## src/rtl/sw_ctrl_arm_sync_if.sv

```systemverilog
// Control-word / sync bundle between the PPC control register and the
// arm/sync block. master drives the word and sync; slave returns events.
interface sw_ctrl_arm_sync_if #(
  parameter int SYNC_CNT_W = 32,
  parameter int ARM_CNT_W  = 16
);
  logic [31:0]           user_data_in;
  logic                  sync_in;
  logic                  cnt_rst_pulse;
  logic                  sync_out;
  logic                  armed;
  logic [ARM_CNT_W-1:0]  arm_count;
  logic [SYNC_CNT_W-1:0] sync_count;

  modport master (
    output user_data_in,
    output sync_in,
    input  cnt_rst_pulse,
    input  sync_out,
    input  armed,
    input  arm_count,
    input  sync_count
  );

  modport slave (
    input  user_data_in,
    input  sync_in,
    output cnt_rst_pulse,
    output sync_out,
    output armed,
    output arm_count,
    output sync_count
  );
endinterface

```

## src/rtl/sw_ctrl_arm_sync.sv

```systemverilog
// Turns the software control word into command pulses and an armed,
// delayed sync_out. Ports: user_clk, user_rst_n (sync, active-low), bus.
module sw_ctrl_arm_sync #(
  parameter int SYNC_CNT_W = 32,
  parameter int ARM_CNT_W  = 16
) (
  input  logic                 user_clk,
  input  logic                 user_rst_n,
  sw_ctrl_arm_sync_if.slave    bus
);

  typedef enum logic [1:0] {
    IDLE,
    ARMED,
    DELAY
  } state_t;

  localparam int B_CNT_RST = 0;
  localparam int B_CLR     = 1;
  localparam int B_ARM     = 2;
  localparam int B_FORCE   = 3;
  localparam int B_SYNC    = 4;

  state_t                state_q;
  state_t                state_d;
  logic [4:0]            cur;
  logic [4:0]            prev_q;
  logic [4:0]            rise;
  logic                  arm_fall;
  logic [15:0]           off_q;
  logic [15:0]           off_d;
  logic [15:0]           dcnt_q;
  logic [15:0]           dcnt_d;
  logic                  fire;
  logic                  cnt_rst_q;
  logic                  sync_out_q;
  logic [ARM_CNT_W-1:0]  arm_cnt_q;
  logic [SYNC_CNT_W-1:0] sync_cnt_q;
  logic                  arm_sat;
  logic                  unused_bits;

  assign unused_bits = ^bus.user_data_in[15:4];

  // Sync edge rides along with the command bits so one
  // register and one rise term cover every edge detector.
  assign cur      = {bus.sync_in, bus.user_data_in[3:0]};
  assign rise     = cur & ~prev_q;
  assign arm_fall = prev_q[B_ARM] & ~cur[B_ARM];
  assign arm_sat  = &arm_cnt_q;

  always_comb begin
    state_d = state_q;
    off_d   = off_q;
    dcnt_d  = dcnt_q;
    fire    = 1'b0;
    unique case (state_q)
      IDLE: begin
        // A same-edge sync rise is deliberately not taken here.
        if (rise[B_ARM]) begin
          off_d   = bus.user_data_in[31:16];
          state_d = ARMED;
        end
      end
      ARMED: begin
        // Disarm beats a coincident sync edge.
        if (arm_fall) begin
          state_d = IDLE;
        end else if (rise[B_SYNC]) begin
          if (off_q == 16'd0) begin
            fire    = 1'b1;
            state_d = IDLE;
          end else begin
            dcnt_d  = off_q;
            state_d = DELAY;
          end
        end
      end
      DELAY: begin
        // Fires on the edge where the count reads 1, giving
        // exactly D edges between the sync edge and the fire.
        dcnt_d = dcnt_q - 16'd1;
        if (dcnt_q == 16'd1) begin
          fire    = 1'b1;
          state_d = IDLE;
        end
      end
      default: begin
        state_d = IDLE;
      end
    endcase
  end

  always_ff @(posedge user_clk) begin
    if (!user_rst_n) begin
      // Load live inputs so levels held through reset
      // do not look like rises afterwards.
      prev_q     <= cur;
      state_q    <= IDLE;
      off_q      <= '0;
      dcnt_q     <= '0;
      cnt_rst_q  <= 1'b0;
      sync_out_q <= 1'b0;
      arm_cnt_q  <= '0;
      sync_cnt_q <= '0;
    end else begin
      prev_q     <= cur;
      state_q    <= state_d;
      off_q      <= off_d;
      dcnt_q     <= dcnt_d;
      cnt_rst_q  <= rise[B_CNT_RST];
      sync_out_q <= fire | rise[B_FORCE];
      if (rise[B_CLR]) begin
        arm_cnt_q <= '0;
      end else if (fire && !arm_sat) begin
        arm_cnt_q <= arm_cnt_q + ARM_CNT_W'(1);
      end
      if (rise[B_CLR]) begin
        sync_cnt_q <= '0;
      end else if (rise[B_SYNC]) begin
        sync_cnt_q <= sync_cnt_q + SYNC_CNT_W'(1);
      end
    end
  end

  assign bus.cnt_rst_pulse = cnt_rst_q;
  assign bus.sync_out      = sync_out_q;
  assign bus.armed         = (state_q != IDLE);
  assign bus.arm_count     = arm_cnt_q;
  assign bus.sync_count    = sync_cnt_q;

endmodule

```

## src/flat_wrapper.sv

```systemverilog
// flat-port wrapper written by rule: the top's interface ports become plain ports
module sw_ctrl_arm_sync_flat 
#(
  parameter int SYNC_CNT_W = 32,
  parameter int ARM_CNT_W  = 16
)
  (user_clk, user_rst_n, bus_user_data_in, bus_sync_in, bus_cnt_rst_pulse, bus_sync_out, bus_armed, bus_arm_count, bus_sync_count);
  sw_ctrl_arm_sync_if #(.SYNC_CNT_W(SYNC_CNT_W), .ARM_CNT_W(ARM_CNT_W)) bus_i ();
  input  logic user_clk;
  input  logic user_rst_n;
  input wire logic [$bits(bus_i.user_data_in)-1:0] bus_user_data_in;
  input wire logic [$bits(bus_i.sync_in)-1:0] bus_sync_in;
  output wire logic [$bits(bus_i.cnt_rst_pulse)-1:0] bus_cnt_rst_pulse;
  output wire logic [$bits(bus_i.sync_out)-1:0] bus_sync_out;
  output wire logic [$bits(bus_i.armed)-1:0] bus_armed;
  output wire logic [$bits(bus_i.arm_count)-1:0] bus_arm_count;
  output wire logic [$bits(bus_i.sync_count)-1:0] bus_sync_count;
  assign bus_i.user_data_in = bus_user_data_in;
  assign bus_i.sync_in = bus_sync_in;
  assign bus_cnt_rst_pulse = bus_i.cnt_rst_pulse;
  assign bus_sync_out = bus_i.sync_out;
  assign bus_armed = bus_i.armed;
  assign bus_arm_count = bus_i.arm_count;
  assign bus_sync_count = bus_i.sync_count;
  sw_ctrl_arm_sync #(.SYNC_CNT_W(SYNC_CNT_W), .ARM_CNT_W(ARM_CNT_W)) u_core (.user_clk(user_clk), .user_rst_n(user_rst_n), .bus(bus_i));
endmodule
```

## config.mk

```make
export PLATFORM = sky130hd
export DESIGN_NAME = sw_ctrl_arm_sync_flat
export DESIGN_NICKNAME = d
export VERILOG_FILES = /design/src/rtl/sw_ctrl_arm_sync_if.sv /design/src/rtl/sw_ctrl_arm_sync.sv /design/src/flat_wrapper.sv
export SDC_FILE = /design/constraint.sdc
export NUM_CORES = 1
export LEC_CHECK = 0
export CAP_MARGIN = 15
export CELL_PAD_IN_SITES_DETAIL_PLACEMENT = 0
export CELL_PAD_IN_SITES_GLOBAL_PLACEMENT = 1
export CORE_ASPECT_RATIO = 0.75
export CORE_MARGIN = 8
export CORE_UTILIZATION = 36
export CTS_BUF_LIST = sky130_fd_sc_hd__clkbuf_4
export CTS_CLUSTER_SIZE = 12
export DETAILED_ROUTE_END_ITERATION = 8
export HOLD_SLACK_MARGIN = 0.03
export PLACE_DENSITY = 0.79
export SYNTH_ARGS = -nofsm -noshare
export SYNTH_HDL_FRONTEND = slang
export SYNTH_SLANG_ARGS = --single-unit
```

## constraint.sdc

```tcl
create_clock -name user_clk -period 2.1 [get_ports user_clk]
set_input_delay 0.21 -clock user_clk [delete_from_list [all_inputs] [get_ports user_clk]]
set_output_delay 0.21 -clock user_clk [all_outputs]
set_load 0.01 [all_outputs]
```

# Yosys cells after proc, flatten, opt, wreduce, memory -nomap -nowiden
# Index checks and enable logic that the tools add are counted.
# classes
n_addsub	3
n_eq_ne	9
n_mux	15
n_bitwise	6
n_reduce_logical	11
# op_table
op	count
$mux W16	3
$add A32 B1 Y32 const B	1
$pmux W16 S2	1
$add A16 B1 Y16 const B	1
$eq A16 B1 Y1 const B	1
$logic_not A16 Y1	1
$reduce_and A16 Y1	1
$sub A16 B1 Y16 const B	1
$mux W2	5
$ne A2 B1 Y1 const B	3
$pmux W2 S3	1
$and A5 B5 Y5	1
$not A5 Y5	1
$mux W1	4
$ne A2 B2 Y1 const B	2
$reduce_and A4 Y1	1
$reduce_bool A2 Y1	2
$ne A3 B1 Y1 const B	1
$reduce_and A3 Y1	1
$eq A2 B1 Y1 const B	1
$eq A2 B2 Y1 const B	1
$logic_not A2 Y1	1
$not A1 Y1	2
$pmux W1 S2	1
other kinds (6)	6
# totals
reg_bits	89
inputBits	35
output_inout_bits	51
word_cells	52

# Depth between registers and ports, before layout
# depth
word_depth	6
mapped_depth	9
depth_no_buf	7

# Least setup slack after synthesis
# OpenSTA, ideal clock, no wires.
# synth_path
path_type	flip-flop to flip-flop
start	register u_core.arm_cnt_q[0], in the netlist u_core.bus.arm_count[0]
end	register u_core.arm_cnt_q[11], in the netlist u_core.bus.arm_count[11]
setup_ns	0.132
arrival_time_ns	1.875
t_required_ns	1.968
setup_slack_ns	0.092
path_stages_with_launch	9
n_path_buf	2
synth_period_minus_slack_ns	2.008
path_cell_list	dfxtp_1 > ha_1 > nand3_1 > or3_1 > clkbuf_1 > nor2_1 > clkbuf_1 > or4_1 > a21oi_1
# synth_via
elab_chain_cells	3
elab_cells_between_ends	4
cone_classes	add/sub: 1; reduce/logical: 3
# synth_rtl
element	line_no	text
from (decl)	sw_ctrl_arm_sync.sv:37	logic [ARM_CNT_W-1:0] arm_cnt_q;
from (signal assigned)	sw_ctrl_arm_sync.sv:115	arm_cnt_q <= arm_cnt_q + ARM_CNT_W'(1);
branches (longest 3 deep; another with $add A16 B1 Y16)	-	
# Parallel ways; which one is timed is not known.
# A chain may end at the register's enable or synchronous reset.

# Final worst setup path
# layout_path
start	register u_core.off_q[15]
end	register u_core.arm_cnt_q[11], in the netlist u_core.bus.arm_count[11]
# layout_via
elab_chain_cells	6
# layout_rtl
element	line_no	text
from (decl)	sw_ctrl_arm_sync.sv:30	logic [15:0] off_q;
from (signal assigned)	sw_ctrl_arm_sync.sv:99	off_q <= '0;
from (signal assigned)	sw_ctrl_arm_sync.sv:108	off_q <= off_d;
$logic_not A16 Y1	sw_ctrl_arm_sync.sv:69	if (off_q == 16'd0) begin
$mux W1	sw_ctrl_arm_sync.sv:69	
$mux W1	sw_ctrl_arm_sync.sv:68	end else if (rise[B_SYNC]) begin
$mux W1	sw_ctrl_arm_sync.sv:66	if (arm_fall) begin
$pmux W1 S2	sw_ctrl_arm_sync.sv:56	unique case (state_q)
$logic_and A1 B1 Y1	sw_ctrl_arm_sync.sv:114	end else if (fire && !arm_sat) begin
# Every way passes these cells.

==> flow_metrics.env <==
export IMPL_rows=34
export IMPL_cts_sinks=89
export IMPL_final_common_cell="dfxtp_1"
export IMPL_layout_nets=689
export IMPL_synth_nets=578
export IMPL_fin_skew_ns=0.0205
export IMPL_yosysWarnings=0
export IMPL_synth_xor_xnor_area_share_pct=4.42
export IMPL_layout_drive_gt1_share_pct=16.1
export IMPL_grt_pass1_vias=4011
export IMPL_syn_area_um2=4360
export IMPL_end_kind="flop"
export IMPL_p_clk_share_pct=33.0
export IMPL_antenna_found_initial=0
export IMPL_cts_root_buf="clkbuf_4"
export IMPL_synth_compound_area_share_pct=16.2
export IMPL_clock_latency_ns=0.44
export IMPL_h_tree_depth=3
export IMPL_synth_seq_area_share_pct=40.9
export IMPL_ys_flop_type="dfxtp_1"
export IMPL_worst_pin_slew_ns=0.573
export IMPL_cp_buffers_inverters=1
export IMPL_numPlacedInstances=792
export IMPL_ctsHoldBuffers=0
export IMPL_ys_types=53
export IMPL_synthAdderAreaFrac_pct=2.01
export IMPL_synth_top_family_by_area="simple AND/OR/NAND/NOR gates"
export IMPL_status="finished, violations left"
export IMPL_min_path_type="in -> reg"
export IMPL_power_density_nw_per_um2=555
export IMPL_switching_share_pct=26.6
export IMPL_grt_util_all_layers_pct=15.1
export IMPL_worstSetupPathType="reg -> reg"
export IMPL_synthArstFlopShare_pct=0
export IMPL_fin_ws_ns=-0.000368
export IMPL_place_congestion=0.823
export IMPL_p_seq_share_pct=53.6
export IMPL_start_kind="flop"
export IMPL_path_cells="nor4_2 -> nand4_4 -> buf_4 -> o32a_4 -> or4_1 -> a21oi_1"
export IMPL_cts_buffers=9
export IMPL_viasPerCell=5.27
export IMPL_dpl_hpwl_um=8870
export IMPL_setup_violations=1
export IMPL_clk_path_buf_depth=2
export IMPL_syn_to_final_growth_pct=35.8
export IMPL_grt_pass1_wl_um=20000
export IMPL_fmax_ghz=0.476
export IMPL_ant_nets=0
export IMPL_portBuffers=73
export IMPL_syn_inst=536
export IMPL_dpl_cell_area_um2=5550
export IMPL_slowest_stage="or4_1"
export IMPL_drtIter0Drc=271
export IMPL_io_pins=86
export IMPL_start_util_pct=37.2
export IMPL_violations="negative setup slack"
export IMPL_clk_pin_slew_ns=0.15
export IMPL_arrival_ns=2.47
export IMPL_final_cell_mix="dfxtp_1 (85), nand2_1 (82), clkdlybuf4s50_1 (72), buf_4 (51), a21oi_1 (44)"
export IMPL_ir_drop_uv=318
export IMPL_dr_pass1_iters=5
export IMPL_final_cell_count_no_fill=813
export IMPL_synth_edf_count=0
export IMPL_final_area_um2=5920
export IMPL_rsz0062_at_grt="yes"
export IMPL_die_area_um2=15900
export IMPL_timing_slew_headroom_pct=61.8
export IMPL_vias=4287
export IMPL_finalCritPeriodShare_pct=100
export IMPL_die_w_um=143
export IMPL_power_switching_w=0.000872
export IMPL_combPwrFrac_pct=13.4
export IMPL_ys_ff_latch=89
export IMPL_synth_mux_area_share_pct=1.64
export IMPL_critPathTopFamily="simple AND/OR/NAND/NOR gates"
export IMPL_drv_slew=0
export IMPL_grt_max_degree=34
export IMPL_drv_cap=0
export IMPL_drc=0
export IMPL_coreArea_um2=11700
export IMPL_die_h_um=111
export IMPL_cp_max_fo=5
export IMPL_crit_required_ns=2.47
export IMPL_n_antenna_cell=0
export IMPL_wl_per_cell_um=15.1
export IMPL_avgSynthCellArea_um2=8.13
export IMPL_cpPeakStageDelay_ns=0.47
export IMPL_hold_viol_final=0
export IMPL_cts_tree="yes"
export IMPL_wirelength_um=12300
export IMPL_min_period_ns=2.10
export IMPL_p_leak_nw=2.15
export IMPL_overflow=0
export IMPL_cell_internal_pwr_w=0.00241
export IMPL_yosys_area_share_simple_pct=30.7
## worst paths after layout
path	slack [ns]	to	cells past startpoint	startpoint
hold / removal	0.23	u_core.prev_q[1]	1	bus_user_data_in[1]
setup reg to reg	-0.0004	u_core.bus.arm_count[11]	6	u_core.off_q[15]
setup / recovery	-0.0004	u_core.bus.arm_count[11]	6	u_core.off_q[15]
hold reg to reg	0.40	u_core.bus.cnt_rst_pulse	1	u_core.prev_q[0]
## per-layer routing
layer  share of wire [%]  GRT usage [%]
met4                0.70           3.88
met5                   0              0
met2                  43           22.1
met3                 6.8           4.48
met1                  50           21.0
## synth_stat cells, types with 2 or more instances
library cell / n / share of area, %
nor3b_1: 4 / 0.69
clkbuf_1: 24 / 2.1
nor3_1: 4 / 0.46
o32ai_1: 8 / 1.6
and3_1: 10 / 1.4
dfxtp_1: 89 / 41
or2_2: 5 / 0.72
nand2_1: 82 / 7.1
o31ai_1: 6 / 1.0
nand4_1: 18 / 2.6
xnor2_1: 4 / 0.80
nor4_2: 4 / 1.1
nor4_1: 5 / 0.72
o21a_1: 2 / 0.34
or3_1: 10 / 1.4
nor2_1: 40 / 3.4
inv_1: 15 / 1.3
nand2b_1: 9 / 1.3
a31oi_1: 12 / 1.7
mux2i_1: 6 / 1.4
buf_6: 2 / 0.52
nand3_1: 17 / 2.0
buf_1: 2 / 0.17
nand3b_1: 2 / 0.34
xor2_1: 18 / 3.6
ha_1: 7 / 2.0
o21ai_0: 17 / 2.0
o22ai_1: 3 / 0.43
and2_1: 4 / 0.57
and4_1: 7 / 1.4
or4_1: 11 / 1.9
a21oi_1: 49 / 5.6
nor2b_1: 13 / 1.9
o211ai_1: 8 / 1.4
## timing repair
item                       CTS  global route
pin swaps                    0            19
gates cloned                 0             1
setup endpoints to repair   11            19
gates resized for setup      3            34
setup buffers                0             5
## registers in the layout, summed over array words and instances (netlist names)
name / count
u_core.bus.sync_out: 1
u_core.off_q: 16
u_core.bus.sync_count: 32
u_core.dcnt_q: 16
u_core.state_q: 2
u_core.bus.arm_count: 16
u_core.prev_q: 5
u_core.bus.cnt_rst_pulse: 1
## power groups by stage
stage	Sequential, W	Combinational (W)	Clock [W]
final	0.00176	0.000439	0.00108
after global routing	0.00177	0.000487	0.00119
after CTS	0.00176	0.000408	0.00113
after detailed placement	0.00179	0.000401	0
after global placement	0.00179	0.000396	0
after floorplan	0.00179	0.000225	0
## layout make-up
cell class,count,area [um^2]
flip-flops and latches,89,1790
inverters,16,60.1
clock inverters,6,90.1
clock buffers,9,67.6
well taps,162,203
repair buffers,127,1160
fillers,1077,5780
multi-input cells,404,2550
## through the flow
stage / TNS [ns] / hold WS, ns / util, % / total power [W] / worst slack [ns]
after global placement: -1.96 / 0.382 / 47.5 / 0.00219 / -0.191
after detailed placement: -2.52 / 0.388 / 47.5 / 0.00219 / -0.234
final: -0.000368 / 0.234 / 50.6 / 0.00328 / -0.000368
after floorplan: 0 / 0.238 / - / 0.00201 / 0.0925
after global routing: -0.186 / 0.210 / 50.6 / 0.00344 / -0.0742
after CTS: 0 / 0.207 / 49.0 / 0.00329 / 0.000804
## kinds of logic (layout without fill, tap and decap cells)
family                   Yosys count  after routing
AO/OA/AOI/OAI                    116            117
AND/OR/NAND/NOR                  251            251
XOR/XNOR                          22             22
flip-flops                        89             89
adder cells (fa/ha/maj)            7              7
buffers and inverters             44            158
multiplexers                       7              7
No activity file was read; power rests on OpenSTA's default activity.
